==> src/rtl/rom_load_seq.sv <==
// ROM download sequencer: steers host download bytes into the ROM stores and
// holds the game core in reset until a download (or external reset) settles.
module rom_load_seq #(
    parameter logic [16:0] ROM_SIZE    = 17'h10000,
    parameter logic [15:0] HOLD_CYCLES = 16'd1024,
    parameter logic [15:0] SND_BASE    = 16'h4000,
    parameter logic [15:0] GFX_BASE    = 16'h5800
) (
    input  logic        clk_sys,
    input  logic        RESET_N,
    input  logic        ioctl_download,
    input  logic        ioctl_wr,
    input  logic [24:0] ioctl_addr,
    input  logic [7:0]  ioctl_dout,
    input  logic        ext_reset,
    output logic [15:0] dn_addr,
    output logic [7:0]  dn_data,
    output logic        dn_wr,
    output logic [2:0]  dn_sel,
    output logic        core_reset,
    output logic        loaded,
    output logic [16:0] byte_cnt,
    output logic [7:0]  checksum,
    output logic        overflow
);

    localparam int unsigned ADDR_W = 25;

    typedef enum logic [1:0] {
        IDLE = 2'd0,
        LOAD = 2'd1,
        HOLD = 2'd2,
        RUN  = 2'd3
    } state_t;

    state_t      state;
    logic [15:0] hold_cnt;

    logic       in_range_c;
    logic       wr_ok_c;
    logic       wr_bad_c;
    logic       enter_load_c;
    logic [2:0] sel_c;

    assign in_range_c   = ioctl_addr < ADDR_W'(ROM_SIZE);
    assign wr_ok_c      = (state == LOAD) && ioctl_wr && in_range_c;
    assign wr_bad_c     = (state == LOAD) && ioctl_wr && !in_range_c;
    assign enter_load_c = ioctl_download && (state != LOAD);

    // Region decode on the full host address so out-of-window high bits never alias.
    always_comb begin
        sel_c = 3'b100;
        if (ioctl_addr < ADDR_W'(SND_BASE)) begin
            sel_c = 3'b001;
        end else if (ioctl_addr < ADDR_W'(GFX_BASE)) begin
            sel_c = 3'b010;
        end
    end

    // Only RUN lets the core out of reset, and then only if nobody else holds it.
    assign core_reset = (state == RUN) ? ext_reset : 1'b1;

    always_ff @(posedge clk_sys or negedge RESET_N) begin
        if (!RESET_N) begin
            state    <= IDLE;
            hold_cnt <= 16'd0;
            dn_addr  <= 16'd0;
            dn_data  <= 8'd0;
            dn_wr    <= 1'b0;
            dn_sel   <= 3'b000;
            loaded   <= 1'b0;
            byte_cnt <= 17'd0;
            checksum <= 8'd0;
            overflow <= 1'b0;
        end else begin
            dn_wr  <= 1'b0;
            dn_sel <= 3'b000;

            if (wr_ok_c) begin
                dn_wr    <= 1'b1;
                dn_addr  <= ioctl_addr[15:0];
                dn_data  <= ioctl_dout;
                dn_sel   <= sel_c;
                checksum <= checksum + ioctl_dout;
                if (byte_cnt != 17'h1FFFF) begin
                    byte_cnt <= byte_cnt + 17'd1;
                end
            end

            if (wr_bad_c) begin
                overflow <= 1'b1;
            end

            if (enter_load_c) begin
                byte_cnt <= 17'd0;
                checksum <= 8'd0;
                overflow <= 1'b0;
                loaded   <= 1'b0;
            end

            case (state)
                IDLE: begin
                    if (ioctl_download) begin
                        state <= LOAD;
                    end else begin
                        state    <= HOLD;
                        hold_cnt <= HOLD_CYCLES - 16'd1;
                    end
                end
                LOAD: begin
                    // A byte rejected on the closing cycle still disqualifies the image.
                    if (!ioctl_download) begin
                        state    <= HOLD;
                        hold_cnt <= HOLD_CYCLES - 16'd1;
                        loaded   <= ~(overflow | wr_bad_c);
                    end
                end
                HOLD: begin
                    if (ioctl_download) begin
                        state <= LOAD;
                    end else if (hold_cnt == 16'd0) begin
                        state <= RUN;
                    end else begin
                        hold_cnt <= hold_cnt - 16'd1;
                    end
                end
                RUN: begin
                    if (ioctl_download) begin
                        state <= LOAD;
                    end else if (ext_reset) begin
                        state    <= HOLD;
                        hold_cnt <= HOLD_CYCLES - 16'd1;
                    end
                end
                default: state <= IDLE;
            endcase
        end
    end

endmodule

==> config.mk <==
export PLATFORM = sky130hd
export DESIGN_NAME = rom_load_seq
export DESIGN_NICKNAME = d
export VERILOG_FILES = /design/src/rtl/rom_load_seq.sv
export SDC_FILE = /design/constraint.sdc
export NUM_CORES = 1
export LEC_CHECK = 0
export BUFFER_PORTS_ARGS = -buffer_cell sky130_fd_sc_hd__buf_2
export CAP_MARGIN = 20
export CORE_MARGIN = 2
export CORE_UTILIZATION = 40
export CTS_CLUSTER_DIAMETER = 100
export CTS_CLUSTER_SIZE = 30
export DETAILED_ROUTE_END_ITERATION = 12
export PLACE_DENSITY = 0.66
export SLEW_MARGIN = 20
export SYNTH_ARGS = -nofsm -noshare
export SYNTH_HDL_FRONTEND = slang
export SYNTH_SLANG_ARGS = --single-unit
export TNS_END_PERCENT = 50
==> constraint.sdc <==
create_clock -name clk_sys -period 3 [get_ports clk_sys]
set_input_delay 0.45 -clock clk_sys [delete_from_list [all_inputs] [get_ports clk_sys]]
set_output_delay 0.45 -clock clk_sys [all_outputs]
set_load 0.05 [all_outputs]
==> flow_metrics.env <==
export IMPL_outcome="finished clean"
export IMPL_path_clk_slew_ns=0.07
export IMPL_grt_overflow=0
export IMPL_grt_max_degree=44
export IMPL_power_share_of_the_clock_group=0.366
export IMPL_wire_per_inst_um=14.4
export IMPL_multiInputGateArea_um2=1790
export IMPL_netlist_cell_type_count=48
export IMPL_cts_tree="done"
export IMPL_drcViolationCount=0
export IMPL_layout_cells_non_filler=577
export IMPL_synth_cells=364
export IMPL_ir_drop_mv=0.227
export IMPL_timing_final_setup_violations=0
export IMPL_worst_pin_slew_ns=0.891
export IMPL_chipHeight_um=101
export IMPL_min_period_ns=2.70
export IMPL_place_congestion=0.917
export IMPL_report_final_hold_viol_count=0
export IMPL_crit_path_kind="flip-flop to flip-flop"
export IMPL_skew_ns=0.00831
export IMPL_mean_syn_cell_area_um2=10.2
export IMPL_leakagePower_nw=2.30
export IMPL_mappedNetlistArea_um2=3730
export IMPL_post_cts_resized=0
export IMPL_delay_of_the_slowest_cell_on_the_worst_path_ns=0.54
export IMPL_drv_slew=0
export IMPL_finish_net_count=515
export IMPL_chipWidth_um=101
export IMPL_crit_path_start_kind="flip-flop"
export IMPL_slew_limit_headroom=0.406
export IMPL_detailed_route_via_count=3048
export IMPL_cts_buffers_inserted=9
export IMPL_initial_utilization=0.407
export IMPL_synth_seq_cells=73
export IMPL_rsz0062_at_grt="no"
export IMPL_fp_row_count=35
export IMPL_synth_top_flop_cell="sky130_fd_sc_hd__dfrtp_1"
export IMPL_fmax_ghz=0.371
export IMPL_async_reset_ff_frac=1.00
export IMPL_power_density_nw_per_um2=552
export IMPL_grt_total_usage=0.171
export IMPL_arrival_ns=2.96
export IMPL_cp_cell_sequence="inv_1 > ha_1 > o41ai_1 > nand2_1 > a211o_1 > or4_1 > a21oi_1"
export IMPL_placedCellCount=561
export IMPL_critPathRequiredTime_ns=3.27
export IMPL_number_of_global_route_vias_before_repair=2982
export IMPL_routed_wl_um=8280
export IMPL_timing_hold_ws_ns=0.225
export IMPL_number_of_antenna_violations_at_the_first_check_in_global_routing=0
export IMPL_power_internal_mw=1.75
export IMPL_clock_tree_root_cell="sky130_fd_sc_hd__clkbuf_8"
export IMPL_net_switching_power_uw=776
export IMPL_first_iter_violations=139
export IMPL_fin_setup_tns_ns=0
export IMPL_post_cts_setup_buffers=0
export IMPL_drive_above_1_share=0.307
export IMPL_core_region_area_um2=9150
export IMPL_cts_htree_levels=3
export IMPL_worst_setup_path_end_kind="flip-flop"
export IMPL_count_of_boundary_i_o_pins=94
export IMPL_areaGrowthSynthToFinish_pct=22.7
export IMPL_cts_num_sinks=73
export IMPL_synth_nets=418
export IMPL_drv_max_cap_violation_count=0
export IMPL_antenna_left=0
export IMPL_synth_edf_count=0
export IMPL_power_switching_share=0.308
export IMPL_dp_hpwl_um=6070
export IMPL_clock_latency_ns=0.35
export IMPL_cp_max_delay_cell="sky130_fd_sc_hd__or4_1"
export IMPL_first_pass_grt_wire_length_um=13800
export IMPL_share_of_the_yosys_chip_area_belonging_to_registers=0.490
export IMPL_ys_warnings_count=0
export IMPL_overall_die_area_um2=10100
export IMPL_cts_hold_buffers_added=0
export IMPL_placement_io_buffers=93
export IMPL_hold_path_class="input port to asynchronous set/reset pin"
export IMPL_total_power_mw=2.52
export IMPL_critical_path_peak_fanout=14
export IMPL_clock_path_buffers=2
export IMPL_area_sequential_um2=1830
export IMPL_sequentialPowerShare=0.418
export IMPL_num_antenna_cells=0
export IMPL_detail_route_first_pass_iterations=4
export IMPL_nFillCells=865
export IMPL_power_frac_comb=0.215
export IMPL_min_period_over_period=0.898
export IMPL_dr_vias_cell=5.28
-- stage by stage --
| stage | setup slack, ns | utilization | instance area (um^2) |
|---|---|---|---|
| final | 0.305 | 0.500 | 4570 |
| after floorplan | 0.524 | - | 3730 |
| after global routing | 0.0912 | 0.500 | 4570 |
| after global placement | 0.457 | 0.473 | 4330 |
| after CTS | 0.299 | 0.500 | 4570 |
| after detailed placement | 0.336 | 0.473 | 4330 |
-- flip-flops by register name, indices dropped and copies added (netlist names) --
name,count
byte_cnt,17
checksum,8
dn_addr,16
dn_data,8
dn_sel,3
dn_wr,1
hold_cnt,16
loaded,1
overflow,1
state,2
-- cells in the mapped netlist, drive strengths merged (2+ instances only) --
library cell / number / area (um^2)
inv: 14 / 52.6
nor4b: 3 / 26.3
a21oi: 17 / 85.1
or2: 2 / 12.5
nor2b: 4 / 25.0
or4: 10 / 78.8
xnor2: 12 / 105
nor3: 6 / 30.0
a41o: 2 / 20.0
ha: 15 / 188
a21boi: 2 / 15.0
nand4: 3 / 25.0
a21o: 5 / 37.5
nand3: 22 / 110
buf: 3 / 13.8
dfrtp: 73 / 1830
nor4: 11 / 75.1
o31ai: 11 / 82.6
nor2: 28 / 105
nand2b: 5 / 31.3
clkbuf: 11 / 41.3
nand2: 32 / 120
and3: 5 / 31.3
o41ai: 2 / 17.5
o21ai: 16 / 83.8
xor2: 4 / 35.0
a31oi: 2 / 12.5
mux2i: 5 / 50.1
or3: 6 / 37.5
a221o: 2 / 20.0
mux2: 19 / 214
-- path summary, 6_finish.rpt --
path                                      from           end  slack, ns  cells past startpoint
worst max-delay path                  state[0]  hold_cnt[15]       0.30                      7
worst min-delay path                   RESET_N   hold_cnt[0]       0.23                      1
worst max register to register        state[0]  hold_cnt[15]       0.30                      7
worst min register to register      dn_data[7]    dn_data[7]       0.48                      1
max in group asynchronous              RESET_N   hold_cnt[7]       1.99                      2
min in group clk_sys            ioctl_addr[14]     dn_sel[0]       0.30                      2
-- area by class of cell --
type                            instances  area share
Clock buffer                            9      0.0271
Clock inverter                          7      0.0260
Inverter                               14      0.0115
Multi-Input combinational cell        263       0.392
Sequential cell                        73       0.399
Tap cell                              111      0.0304
Timing Repair Buffer                  100       0.113
-- critical path: cells and delay by family (launching register included) --
kind	cells	cell delay (ns)
AOI/OAI and AO/OA	3	1.06
adders and majority gates	1	0.30
buffers and inverters	1	0.08
DFF	1	0.40
and+or+nand+nor	2	0.78
-- power groups by stage --
| stage | combinational, mW | sequential, mW | clock, mW |
|---|---|---|---|
| after floorplan | 0.322 | 1.12 | 0 |
| after global placement | 0.530 | 1.07 | 0 |
| after detailed placement | 0.546 | 1.08 | 0 |
| after CTS | 0.549 | 1.06 | 0.955 |
| after global routing | 0.613 | 1.06 | 0.993 |
| final | 0.543 | 1.05 | 0.924 |
-- cells in the final DEF (no fill, tap or decap), types with 6 or more instances in the layout --
cell,count
sky130_fd_sc_hd__buf_2,93
sky130_fd_sc_hd__dfrtp_1,73
sky130_fd_sc_hd__nand2_1,32
sky130_fd_sc_hd__nor2_1,28
sky130_fd_sc_hd__nand3_1,22
sky130_fd_sc_hd__mux2_2,19
sky130_fd_sc_hd__a21oi_1,17
sky130_fd_sc_hd__o21ai_0,15
sky130_fd_sc_hd__ha_1,15
sky130_fd_sc_hd__inv_1,14
sky130_fd_sc_hd__xnor2_1,12
sky130_fd_sc_hd__o31ai_1,11
sky130_fd_sc_hd__nor4_1,10
sky130_fd_sc_hd__or4_1,9
sky130_fd_sc_hd__clkbuf_8,9
sky130_fd_sc_hd__buf_4,7
sky130_fd_sc_hd__nor3_1,6
sky130_fd_sc_hd__or3_1,6
-- routing by layer --
metal,up-vias,routed length [um],part of all wire,GRT usage
met5,-,0,0,0
met4,0,29,0.0035,0.0548
met3,2,435,0.053,0.0520
met2,87,4040,0.49,0.283
met1,1448,3780,0.46,0.214
li1,1511,-,-,-
-- kinds of logic (layout without fill, tap and decap cells) --
family	Yosys count	count (layout)	share of synthesized area
flip-flops	73	73	0.490
AO/OA/AOI/OAI	64	64	0.113
XOR/XNOR	16	16	0.0376
adder cells (fa/ha/maj)	16	16	0.0557
AND/OR/NAND/NOR	143	143	0.204
buffers and inverters	28	130	0.0289
multiplexers	24	24	0.0708
(Power assumes the default switching activity.)
